**config.mk**
```make
export PLATFORM = sky130hd
export DESIGN_NAME = div_iter
export DESIGN_NICKNAME = d
export VERILOG_FILES = /design/src/rtl/div_iter_pkg.sv /design/src/rtl/div_step.sv /design/src/rtl/div_iter.sv
export SDC_FILE = /design/constraint.sdc
export NUM_CORES = 1
export LEC_CHECK = 0
export BUFFER_PORTS_ARGS = -buffer_cell sky130_fd_sc_hd__clkbuf_2
export CORE_MARGIN = 2
export CORE_UTILIZATION = 45
export DETAILED_ROUTE_END_ITERATION = 12
export HOLD_SLACK_MARGIN = 0.15
export PLACE_DENSITY = 0.69
export SYNTH_ARGS = -nofsm -noshare
export SYNTH_HDL_FRONTEND = slang
export SYNTH_SLANG_ARGS = --single-unit
```
**constraint.sdc**
```tcl
create_clock -name clk -period 6.47 [get_ports clk]
set_input_delay 0.647 -clock clk [delete_from_list [all_inputs] [get_ports clk]]
set_output_delay 0.647 -clock clk [all_outputs]
set_load 0.01 [all_outputs]
```
**src/rtl/div_iter_pkg.sv**
```systemverilog
// Shared definitions for the iterative MIPS DIV/DIVU divider.
// Latency: none (package only).
// Backpressure: none (package only).
package div_iter_pkg;

  // Native operand width of the MIPS integer datapath.
  localparam int DIV_WIDTH = 32;

  // Divider control states.
  typedef enum logic [1:0] {
    IDLE = 2'd0,
    DIV  = 2'd1,
    DONE = 2'd2
  } state_t;

  // Encoding of the 'sign' select produced by the instruction decoder.
  localparam logic SIGN_DIVU = 1'b0;
  localparam logic SIGN_DIV  = 1'b1;

endpackage

```
**src/rtl/div_step.sv**
```systemverilog
// One combinational radix-2 restoring division step.
// Latency: 0 cycles (pure combinational).
// Backpressure: none; evaluated every cycle by the owner.
//
// Ports:
//   rem      partial remainder before this step
//   q_msb    next dividend bit, shifted into the remainder LSB
//   divisor  divisor magnitude
//   rem_next partial remainder after this step
//   q_bit    quotient bit produced by this step
module div_step
  import div_iter_pkg::*;
#(
  parameter int WIDTH = DIV_WIDTH
) (
  input  logic [WIDTH-1:0] rem,
  input  logic             q_msb,
  input  logic [WIDTH-1:0] divisor,
  output logic [WIDTH-1:0] rem_next,
  output logic             q_bit
);

  logic [WIDTH-1:0] rem_shift;
  logic [WIDTH:0]   diff;

  // Before step i the remainder holds at most i-1 dividend bits, so its
  // MSB is always zero when it is shifted here and can be dropped.
  logic rem_msb_unused;
  assign rem_msb_unused = rem[WIDTH-1];

  assign rem_shift = {rem[WIDTH-2:0], q_msb};

  // One extra bit so the borrow shows up as the sign of the difference.
  assign diff = {1'b0, rem_shift} - {1'b0, divisor};

  assign q_bit    = ~diff[WIDTH];
  assign rem_next = q_bit ? diff[WIDTH-1:0] : rem_shift;

endmodule

```
**src/rtl/div_iter.sv**
```systemverilog
// Iterative 32-bit restoring divider for MIPS DIV/DIVU, EX-stage resident.
// Latency: start sampled at edge T0, ready pulses in cycle T0+ITERS+1.
// Backpressure: raises stall while busy; start outside IDLE is dropped.
//
// Ports:
//   clk     rising-edge clock
//   resetn  asynchronous active-low reset
//   a, b    dividend (rs) and divisor (rt)
//   sign    1 = DIV (signed), 0 = DIVU
//   start   request a division (only looked at in IDLE)
//   annul   pipeline flush; aborts whatever is in flight
//   result  {remainder (HI), quotient (LO)}, held until the next completion
//   ready   one-cycle pulse, result valid in that cycle
//   stall   hold EX and everything upstream
module div_iter
  import div_iter_pkg::*;
#(
  parameter int WIDTH = DIV_WIDTH,
  parameter int ITERS = WIDTH
) (
  input  logic               clk,
  input  logic               resetn,
  input  logic [WIDTH-1:0]   a,
  input  logic [WIDTH-1:0]   b,
  input  logic               sign,
  input  logic               start,
  input  logic               annul,
  output logic [2*WIDTH-1:0] result,
  output logic               ready,
  output logic               stall
);

  localparam int CNT_W = $clog2(ITERS + 1);
  localparam logic [CNT_W-1:0] LAST_ITER = CNT_W'(ITERS - 1);

  state_t state;
  state_t state_next;

  logic [WIDTH-1:0] rem;
  logic [WIDTH-1:0] quo;
  logic [WIDTH-1:0] divisor;
  logic             q_neg;
  logic             r_neg;
  logic [CNT_W-1:0] cnt;

  logic             accept;
  logic             last_iter;
  logic             is_signed;
  logic [WIDTH-1:0] a_mag;
  logic [WIDTH-1:0] b_mag;

  logic [WIDTH-1:0] step_rem;
  logic             step_bit;
  logic [WIDTH-1:0] q_final;
  logic [WIDTH-1:0] q_fixed;
  logic [WIDTH-1:0] r_fixed;

  assign accept    = start & ~annul;
  assign last_iter = (cnt == LAST_ITER);
  assign is_signed = (sign == SIGN_DIV);

  // Two's complement negation of the most negative value wraps to itself,
  // which read as unsigned is exactly the required magnitude 2^(WIDTH-1).
  assign a_mag = (is_signed && a[WIDTH-1]) ? (~a + 1'b1) : a;
  assign b_mag = (is_signed && b[WIDTH-1]) ? (~b + 1'b1) : b;

  div_step #(.WIDTH(WIDTH)) u_step (
    .rem      (rem),
    .q_msb    (quo[WIDTH-1]),
    .divisor  (divisor),
    .rem_next (step_rem),
    .q_bit    (step_bit)
  );

  // The final step's outputs are fixed up and registered on the edge that
  // enters DONE, so result is already stable for the whole ready cycle.
  assign q_final = {quo[WIDTH-2:0], step_bit};
  assign q_fixed = q_neg ? (~q_final + 1'b1) : q_final;
  assign r_fixed = r_neg ? (~step_rem + 1'b1) : step_rem;

  // State register.
  always_ff @(posedge clk or negedge resetn) begin
    if (!resetn) begin
      state <= IDLE;
    end else begin
      state <= state_next;
    end
  end

  // Next state and control outputs.
  always_comb begin
    state_next = state;
    ready      = 1'b0;
    stall      = 1'b0;
    case (state)
      IDLE: begin
        if (accept) begin
          state_next = DIV;
          // Stall already in the request cycle so the instruction stays in EX.
          stall      = 1'b1;
        end
      end
      DIV: begin
        stall = 1'b1;
        if (annul) begin
          state_next = IDLE;
        end else if (last_iter) begin
          state_next = DONE;
        end
      end
      DONE: begin
        // No stall here: the pipeline consumes result in this same cycle.
        ready      = 1'b1;
        state_next = IDLE;
      end
      default: begin
        state_next = IDLE;
      end
    endcase
  end

  // Datapath registers.
  always_ff @(posedge clk or negedge resetn) begin
    if (!resetn) begin
      rem     <= '0;
      quo     <= '0;
      divisor <= '0;
      q_neg   <= 1'b0;
      r_neg   <= 1'b0;
      cnt     <= '0;
      result  <= '0;
    end else begin
      case (state)
        IDLE: begin
          if (accept) begin
            rem     <= '0;
            quo     <= a_mag;
            divisor <= b_mag;
            q_neg   <= is_signed & (a[WIDTH-1] ^ b[WIDTH-1]);
            r_neg   <= is_signed & a[WIDTH-1];
            cnt     <= '0;
          end
        end
        DIV: begin
          if (!annul) begin
            rem <= step_rem;
            quo <= q_final;
            cnt <= cnt + 1'b1;
            if (last_iter) begin
              result <= {r_fixed, q_fixed};
            end
          end
        end
        default: begin
        end
      endcase
    end
  end

endmodule
```
==> results.md, run 1 <==
* Via count at 10.7k
* Drt wl/cell at 18.2 um
* RSZ-0062 raised after global routing: false
* DR iter-0 viols at 957
* Final min period at 5270 ps
* Clk Latency, worst-skew pair at 440 ps
* Vias in the first global route at 9977
* Crit. End Element: flop
* CP cell instances: inv_1 -> ha_1 -> fa_1 -> nand2b_1 -> a211o_2 -> a211oi_4 -> o211ai_2 -> nand2_1 -> nand2_1 -> o21ai_0 -> ha_1 -> nand2b_1 -> nor4_1 -> mux2i_1 -> or3_1 -> or4b_4 -> o41ai_2 -> xor2_1 -> o21ai_1
* Worst R2R Setup Slack at 1200 ps
* First-pass GRT wire length at 53300 um
* Max VDD drop at 0.000278 V
* Fmax at 190 MHz
* CP startpoint: quo[31]$_DFFE_PN0P_
* Layout Skew at 14.6 ps
* Final estimated routing congestion in global placement at 0.945
* Internal power at 3.24 mW
* Tot GR Track Use at 0.250
* # nets final at 1585
* Net Count, Synth at 1501
* Initial antenna violation count at 0
* Via density at 5.89
* Leakage at 5.86 nW
* DRC at 0
* Slew Viols, Final at 0
* Syn Area/Cell at 8.26 sq um
* CP max FO at 11
* Drt pass-1 iters at 5
* Required @ worst endpoint at 6760 ps
* Switching share of power at 0.489
* Util after Layout at 0.516
* Hold Vio Cnt, Final at 0
* Buffers on Ports at 134
* Hold slack at 320 ps
* Worst-margin pin slew at 1080 ps
* Worst stage delay on the critical path at 580 ps
* Sink Count at 169
* Number of synthesized flops with an enable pin at 0
* Reg2reg start: quo[31]$_DFFE_PN0P_
* Htree depth at 4
* Top FF cell, synth: dfrtp_1
* Routed Antenna Nets at 0
* Reg-to-reg endpoint: result[62]$_DFFE_PN0P_
* Setup Fix Bufs, Post-CTS at 0
* Share of cells above drive strength 1 at 0.132
* Power per cell area at 487 nW/um^2
* DP HPWL at 24800 um
* Grt ovf at 0
* Part of the cycle the worst path needs at 0.814
* Worst Hold Class: input port to asynchronous set/reset pin
* Max_cap viols at 0
* Slowest cell on crit path: or4b_4
* Comb pwr share at 0.590
* Status: finished, final reports clean
* Sw power at 3.10 mW
* Relative slew slack at 0.261
* CTS tree: built
* Post-synthesis cell count at 1394
* Share of power burned in registers at 0.237
* Layout Cells excl Fill at 1821
* Placed insts at 1789
* Crit path capture: result[62]$_DFFE_PN0P_
* Worst r2r path cells at 19
* Critical path type: flop to flop
* Core region area at 25200 sq um
* Seq/Total Area, Yosys at 0.367
* Antenna diode count at 0
* Yosys warnings at 0
* Ys async rst share at 1.00
* Share of total power in the clock network at 0.173
* Die height at 164 um
* Pin count of the biggest net entering global routing at 127
* Synth cell types at 75
* Chip width at 164 um
* Routed WL at 33100 um
* Root buf cell: clkbuf_16
* Fin Setup TNS at 0 ps
* Synth Cell Area at 11500 sq um
* Hold buffers post-CTS at 0
* Total CTS buffers at 17
* Initial Util at 0.457
* Post_cts resized at 0
* Die ar. at 26900 sq um
* Endpoints failing setup at 0
* Cell Rows at 58
* Area delta synth->final at 12.8%
* Clock buffer depth at 2
* Tot Pwr at 6.33 mW
* I/O Pins at 135
* Worst-path clk slew at 80 ps
* Crit path DAT at 5560 ps
* Post-synthesis register bit count at 169
* CP startpoint kind: flop
[cells in the mapped netlist, types with 15 or more instances]
master / instances / area [sq um]
a22oi_1: 31 / 233
inv_1: 60 / 225
nor4_1: 16 / 100
o21ai_0: 206 / 1030
o41ai_1: 15 / 131
nand2_1: 204 / 766
nor3_1: 29 / 145
xnor2_1: 69 / 604
nand3_1: 23 / 115
dfrtp_1: 169 / 4230
o31ai_1: 27 / 203
ha_1: 37 / 463
clkbuf_1: 58 / 218
nand4_1: 18 / 113
a21oi_1: 76 / 380
nor2_1: 66 / 248
xor2_1: 67 / 587
[kinds of logic (layout without fill, tap and decap cells)]
group | after synthesis | count (layout) | share of synthesized area
AOI/OAI and AO/OA | 457 | 457 | 0.246
muxes | 15 | 15 | 0.0133
DFF | 169 | 169 | 0.367
buffers and inverters | 138 | 235 | 0.0474
xor gates and xnor gates | 136 | 136 | 0.103
and+or+nand+nor | 441 | 441 | 0.180
adders and majority gates | 38 | 38 | 0.0419
[power by group through the flow]
stage / sequential [mW] / clock [mW] / combinational [mW]
final: 1.50 / 1.09 / 3.73
after global routing: 1.53 / 1.15 / 4.09
after CTS: 1.50 / 1.11 / 3.67
after detailed placement: 1.51 / 0 / 3.64
after global placement: 1.51 / 0 / 3.62
after floorplan: 1.42 / 0 / 2.76
[critical path, delay by kind of cell (launching register included)]
kind	cells	cell delay [ps]
AOI/OAI and AO/OA	6	1590
xor gates and xnor gates	1	170
adders and majority gates	3	870
buffers and inverters	1	60
DFF	1	380
muxes	1	180
and+or+nand+nor	7	1860
[stage by stage]
stage	setup slack, ps	area (sq um)
after floorplan	860	11500
after global placement	1360	12400
after detailed placement	1260	12400
after CTS	1260	13000
after global routing	819	13000
final	1200	13000
[cells in the final DEF (no fill, tap or decap), types with 11 or more instances in the layout]
cell type	synthesis	final
a21o_1	13	13
a21oi_1	76	76
a22oi_1	31	31
a31oi_1	11	11
and3_1	12	12
clkbuf_16	0	17
clkbuf_2	0	133
dfrtp_1	169	169
ha_1	37	37
inv_1	60	60
mux2i_1	13	13
nand2_1	204	203
nand2b_1	14	14
nand3_1	23	23
nand4_1	18	18
nor2_1	66	65
nor3_1	29	27
nor4_1	16	16
o21ai_0	206	206
o31ai_1	27	27
o41ai_1	15	15
or3_1	12	11
xnor2_1	69	69
xor2_1	67	67
[worst min path at each step]
stage,cells after the start,startpoint,end
final,1,resetn,divisor[24]$_DFFE_PN0P_
after global routing,1,resetn,divisor[26]$_DFFE_PN0P_
after CTS,1,resetn,divisor[28]$_DFFE_PN0P_
after detailed placement,2,result[8]$_DFFE_PN0P_,result[8]$_DFFE_PN0P_
after global placement,2,result[8]$_DFFE_PN0P_,result[8]$_DFFE_PN0P_
after floorplan,0,resetn,cnt[0]$_DFFE_PN0P_
[state kept, by name, indices dropped and copies added, names as in the netlist]
name	flops
cnt	6
divisor	32
q_neg	1
quo	32
r_neg	1
rem	31
result	64
state	2
[layout make-up]
cell class | instances | area, sq um
timing repair buffer | 143 | 744
multi-input combinational | 1087 | 6770
tap | 330 | 413
clock inverter | 13 | 183
sequential | 169 | 4230
inverter | 60 | 225
fill | 2381 | 12200
clock buffer | 19 | 433
[layer usage]
metal / up-vias / GRT usage / part of all wire
met4: 0 / 0.0849 / 0.025
met2: 361 / 0.394 / 0.46
met3: 60 / 0.0333 / 0.053
li1: 5166 / - / -
met5: - / 0 / 0
met1: 5136 / 0.354 / 0.46
Power figures use the tool's default switching activity.
==> inputs of run 2 (changes only) <==
Settings changed: PLACE_DENSITY 0.69 to 0.72.
Clock period 6.47 ns to 4.2 ns, I/O delays scaled along.
==> run 2 against run 1 <==
Against the previous run: the run now ends with negative setup slack left; power grew 74%; flip-flop and latch count is the same; first-iteration DRC count grew 4.8%; worst hold slack lost 93 ps; maximum frequency grew 23%; sequential share of layout area shrank 2.4 points; die area is the same; via count grew 3.5%; clock power grew 49%; register-to-register slack lost 1300 ps.
==> results.md, run 2 (synthesis results as in run 1) <==
* Worst Hold Class: input port to flop
* CP Depth at 18
* # nets final at 1711
* WP buf/inv at 0
* Crit. End Element: flop
* Endpoints failing setup at 3
* Cell Rows at 58
* Worst-margin pin slew at 1040 ps
* Pin count of the biggest net entering global routing at 105
* Worst R2R Setup Slack at -90 ps
* Hold slack at 227 ps
* Layout Cells excl Fill at 1947
* Core region area at 25200 sq um
* Initial antenna violation count at 0
* Hold Startpoint: b[1]
* Via density at 5.70
* DP HPWL at 25400 um
* Fmax at 233 MHz
* I/O Pins at 135
* Power per cell area at 785 nW/um^2
* Clk Latency, worst-skew pair at 450 ps
* Antenna diode count at 0
* Clock buffer depth at 2
* Hold EP: divisor[1]$_DFFE_PN0P_
* CTS tree: built
* Part of the cycle the worst path needs at 1.02
* Via count at 11.1k
* Required @ worst endpoint at 4520 ps
* Failing checks: negative setup slack
* Largest regs: result (64), divisor (32), quo (32)
* Placed insts at 1907
* Most common cell after layout, fill and taps aside: o21ai_0
* Die height at 164 um
* Final estimated routing congestion in global placement at 0.920
* Total CTS buffers at 17
* Tot Pwr at 11.0 mW
* Grt ovf at 0
* Relative slew slack at 0.305
* Slew Viols, Final at 0
* CP cell instances: ha_2 -> fa_2 -> nand2b_4 -> a211o_4 -> a211oi_4 -> o211ai_2 -> nand2_2 -> nand2_2 -> o21ai_2 -> ha_2 -> nand2b_1 -> nor4_2 -> mux2i_2 -> or3_4 -> or4b_4 -> o41ai_4 -> xor2_1 -> o21ai_1
* Max_cap viols at 0
* First-pass GRT wire length at 54400 um
* WHS Path Cells at 3
* Buffers on Ports at 134
* Crit path DAT at 4610 ps
* Max reg flops at 64
* Worst stage delay on the critical path at 570 ps
* DR iter-0 viols at 1003
* Die ar. at 26900 sq um
* Area delta synth->final at 22.0%
* Drt wl/cell at 17.3 um
* DRC at 0
* Critical path type: flop to flop
* Worst r2r path cells at 18
* Final min period at 4290 ps
* Status: finished, violations left
* RSZ-0062 raised after global routing: true
* Final setup margin at -85.9 ps
* Htree depth at 4
* Commonest cells after routing, fill and taps aside: o21ai_0, nand2_1, dfrtp_1
* Worst-path clk slew at 80 ps
* Routed Antenna Nets at 0
* Reg2reg start: divisor[0]$_DFFE_PN0P_
* Sink Count at 169
* Share of cells above drive strength 1 at 0.212
* Max VDD drop at 0.000412 V
* Vias in the first global route at 10.5k
* Reg-to-reg endpoint: result[62]$_DFFE_PN0P_
* Layout Skew at 15.4 ps
* Tot GR Track Use at 0.255
* Initial Util at 0.457
* Util after Layout at 0.558
* Leakage at 6.50 nW
* Slowest cell on crit path: or4b_4
* CP max FO at 5
* Root buf cell: clkbuf_16
* Cell family with most CP delay: simple AND/OR/NAND/NOR gates
* CP startpoint kind: flop
* Chip width at 164 um
* Hold Vio Cnt, Final at 0
* Drt pass-1 iters at 8
* Routed WL at 33600 um
* Largest Register: result
==> run 2: per-layer routing <==
metal	GRT usage	wire [um]
met5	0	0
met4	0.0857	772
met3	0.0381	2100
met2	0.385	14900
met1	0.373	15800
==> run 2: worst max path at each step <==
stage,startpoint,endpoint,slack (ps)
final,divisor[0]$_DFFE_PN0P_,result[62]$_DFFE_PN0P_,-90
after global routing,divisor[0]$_DFFE_PN0P_,result[62]$_DFFE_PN0P_,-290
after floorplan,quo[31]$_DFFE_PN0P_,result[62]$_DFFE_PN0P_,-620
after detailed placement,divisor[0]$_DFFE_PN0P_,result[62]$_DFFE_PN0P_,-230
after CTS,divisor[0]$_DFFE_PN0P_,result[62]$_DFFE_PN0P_,-90
after global placement,divisor[0]$_DFFE_PN0P_,result[62]$_DFFE_PN0P_,-130
==> run 2: repair_timing <==
item,CTS,global route
endpoints found under the hold margin,33,0
resized for setup,6,9
endpoints found under the setup margin,6,13
pin swaps,2,4
buffers inserted,4,3
hold buffers,1,0
==> run 2: report_power, final <==
| part | internal, mW | switching (mW) |
|---|---|---|
| sequential | 1.91 | 0.321 |
| combinational | 3.14 | 4.03 |
| clock | 0.815 | 0.808 |
| total | 5.87 | 5.16 |
==> run 2: worst register-to-register path: cells and delay by family, from the launching register on <==
family,cells,cell delay (ps)
adder cells (fa/ha/maj),3,760
XOR/XNOR,1,170
multiplexers,1,170
AND/OR/NAND/NOR,7,1580
AO/OA/AOI/OAI,6,1090
flip-flops,1,400
==> run 2: per-stage QoR <==
step                TNS, ps  worst slack, ps  cell area (sq um)
floorplan             -1280             -620              11600
global placement       -131             -127              13300
detailed placement     -637             -228              13300
CTS                   -92.7            -92.7              14000
global route          -1600             -291              14100
finish                 -112            -85.9              14100
==> run 2: final cells by class <==
class	count	area (sq um)
Clock buffer	17	425
Clock inverter	15	196
Fill cell	2338	11100
Inverter	60	225
Multi-Input combinational cell	1087	6870
Sequential cell	169	4230
Tap cell	330	413
Timing Repair Buffer	269	1700
==> inputs of run 3 (changes only) <==
Settings changed: PLACE_DENSITY 0.72 to not set, PLACE_DENSITY_LB_ADDON set to 0.1, TNS_END_PERCENT set to 10.
==> run 3 against run 2 <==
Against the previous run: the run still ends with negative setup slack left; sequential share of layout area fell by 0.20 points; setup slack improved by 65 ps; wire length increased by 4.5%; global-route usage increased by 1.2 points; cell area is 0.67% higher; flip-flop and latch count unchanged; combinational power up 2%; register-to-register slack improved by 70 ps; critical endpoint unchanged; largest power group unchanged.
==> results.md, run 3 (synthesis results as in run 1) <==
* Status: finished, violations left
* Final setup margin at -20.8 ps
* Vias in the first global route at 10.4k
* Antenna diode count at 0
* Slew Viols, Final at 0
* Leakage at 6.55 nW
* Layout Skew at 14.8 ps
* Util after Layout at 0.562
* Worst-margin pin slew at 1100 ps
* Endpoints failing setup at 1
* Clk Latency, worst-skew pair at 440 ps
* Root buf cell: clkbuf_16
* Worst-path clk slew at 80 ps
* CTS tree: built
* Die height at 164 um
* WHS Path Cells at 3
* Area delta synth->final at 22.8%
* Part of the cycle the worst path needs at 1.00
* Drt pass-1 iters at 5
* RSZ-0062 raised after global routing: true
* Relative slew slack at 0.265
* Final estimated routing congestion in global placement at 0.941
* CP max FO at 4
* Cell area after layout at 14100 sq um
* Cell Rows at 58
* DR iter-0 viols at 1012
* Max reg flops at 64
* Failing checks: negative setup slack
* Total CTS buffers at 17
* CP startpoint kind: flop
* Routed WL at 35100 um
* Power per cell area at 790 nW/um^2
* Htree depth at 4
* Worst Hold Class: input port to flop
* Fmax at 237 MHz
* Final min period at 4220 ps
* Critical path type: flop to flop
* Placed instance area at 13400 sq um
* Die ar. at 26900 sq um
* Most common cell after layout, fill and taps aside: o21ai_0
* Drt wl/cell at 17.9 um
* # nets final at 1723
* Grt ovf at 0
* DP HPWL at 26800 um
* Hold Vio Cnt, Final at 0
* Max VDD drop at 0.000387 V
* Placed insts at 1922
* Routed Antenna Nets at 0
* Chip width at 164 um
* Tot Pwr at 11.2 mW
* Core region area at 25200 sq um
* Tot GR Track Use at 0.267
* Max_cap viols at 0
* Share of cells above drive strength 1 at 0.217
* DRC at 0
* Via count at 11.0k
* Commonest cells after routing, fill and taps aside: o21ai_0, nand2_1, dfrtp_1
* Crit path DAT at 4530 ps
* Via density at 5.61
* Worst r2r path cells at 19
* First-pass GRT wire length at 56200 um
* Initial antenna violation count at 2
* Crit. End Element: flop
* Initial Util at 0.457
* Layout Cells excl Fill at 1959
* Largest Register: result
* Clock buffer depth at 2
* Buffers on Ports at 134
* Pin count of the biggest net entering global routing at 79
* Required @ worst endpoint at 4510 ps
* I/O Pins at 135
* Sink Count at 169
* Largest regs: result (64), divisor (32), quo (32)
==> run 3: layout make-up <==
type	count	area (sq um)
clock inverter	15	190
multi-input combinational	1087	6880
sequential	169	4230
clock buffer	17	425
fill	2423	11000
timing repair buffer	281	1780
inverter	60	225
tap	330	413
==> run 3: stage by stage <==
step | hold slack [ps] | setup slack (ps) | TNS [ps]
2_1_floorplan | 124 | -638 | -1480
3_5_place_dp | 463 | -275 | -330
4_1_cts | 234 | -196 | -196
5_1_grt | 252 | -195 | -385
6_report | 242 | -20.8 | -20.8
3_3_place_gp | 460 | -123 | -123
==> run 3: worst paths after layout <==
path                                             from                endpoint  slack [ps]
worst min-delay path                             b[1]  divisor[1]$_DFFE_PN0P_         240
worst min register to register  result[8]$_DFFE_PN0P_   result[8]$_DFFE_PN0P_         480
worst max register to register    quo[31]$_DFFE_PN0P_  result[62]$_DFFE_PN0P_         -20
worst max-delay path              quo[31]$_DFFE_PN0P_  result[62]$_DFFE_PN0P_         -20
max in group asynchronous                      resetn     rem[17]$_DFFE_PN0P_        2590
min in group asynchronous                      resetn  result[42]$_DFFE_PN0P_         570
==> run 3: what timing repair did <==
item / in CTS / in global routing
resized for setup: 5 / 15
setup endpoints to repair: 4 / 13
buffers inserted: 2 / 2
pin swaps: 12 / 9
endpoints found under the hold margin: 75 / 0
hold buffers: 1 / 0
==> run 3: per-layer routing <==
layer,global-route usage,part of all wire
met3,0.0321,0.060
met5,0,0.00037
met1,0.411,0.50
met4,0.0686,0.014
met2,0.394,0.43
==> run 3: critical path, stage by stage, from the launching register on <==
cell	delay [ps]
dfrtp_1	350
inv_1	50
ha_2	190
fa_2	340
nand2b_4	150
a211o_4	340
a211oi_4	260
o211ai_2	120
nand2_2	130
nand2_1	80
o21ai_2	70
ha_2	200
nand2b_1	70
nor4_2	180
mux2i_2	160
or3_4	390
or4b_4	520
o41ai_4	220
xor2_1	190
o21ai_1	80
==> run 3: power breakdown <==
| group | switching, mW | internal, mW | total, mW |
|---|---|---|---|
| Combinational | 4.14 | 3.17 | 7.31 |
| Clock | 0.832 | 0.816 | 1.65 |
| Sequential | 0.304 | 1.91 | 2.22 |
| Total | 5.27 | 5.90 | 11.2 |
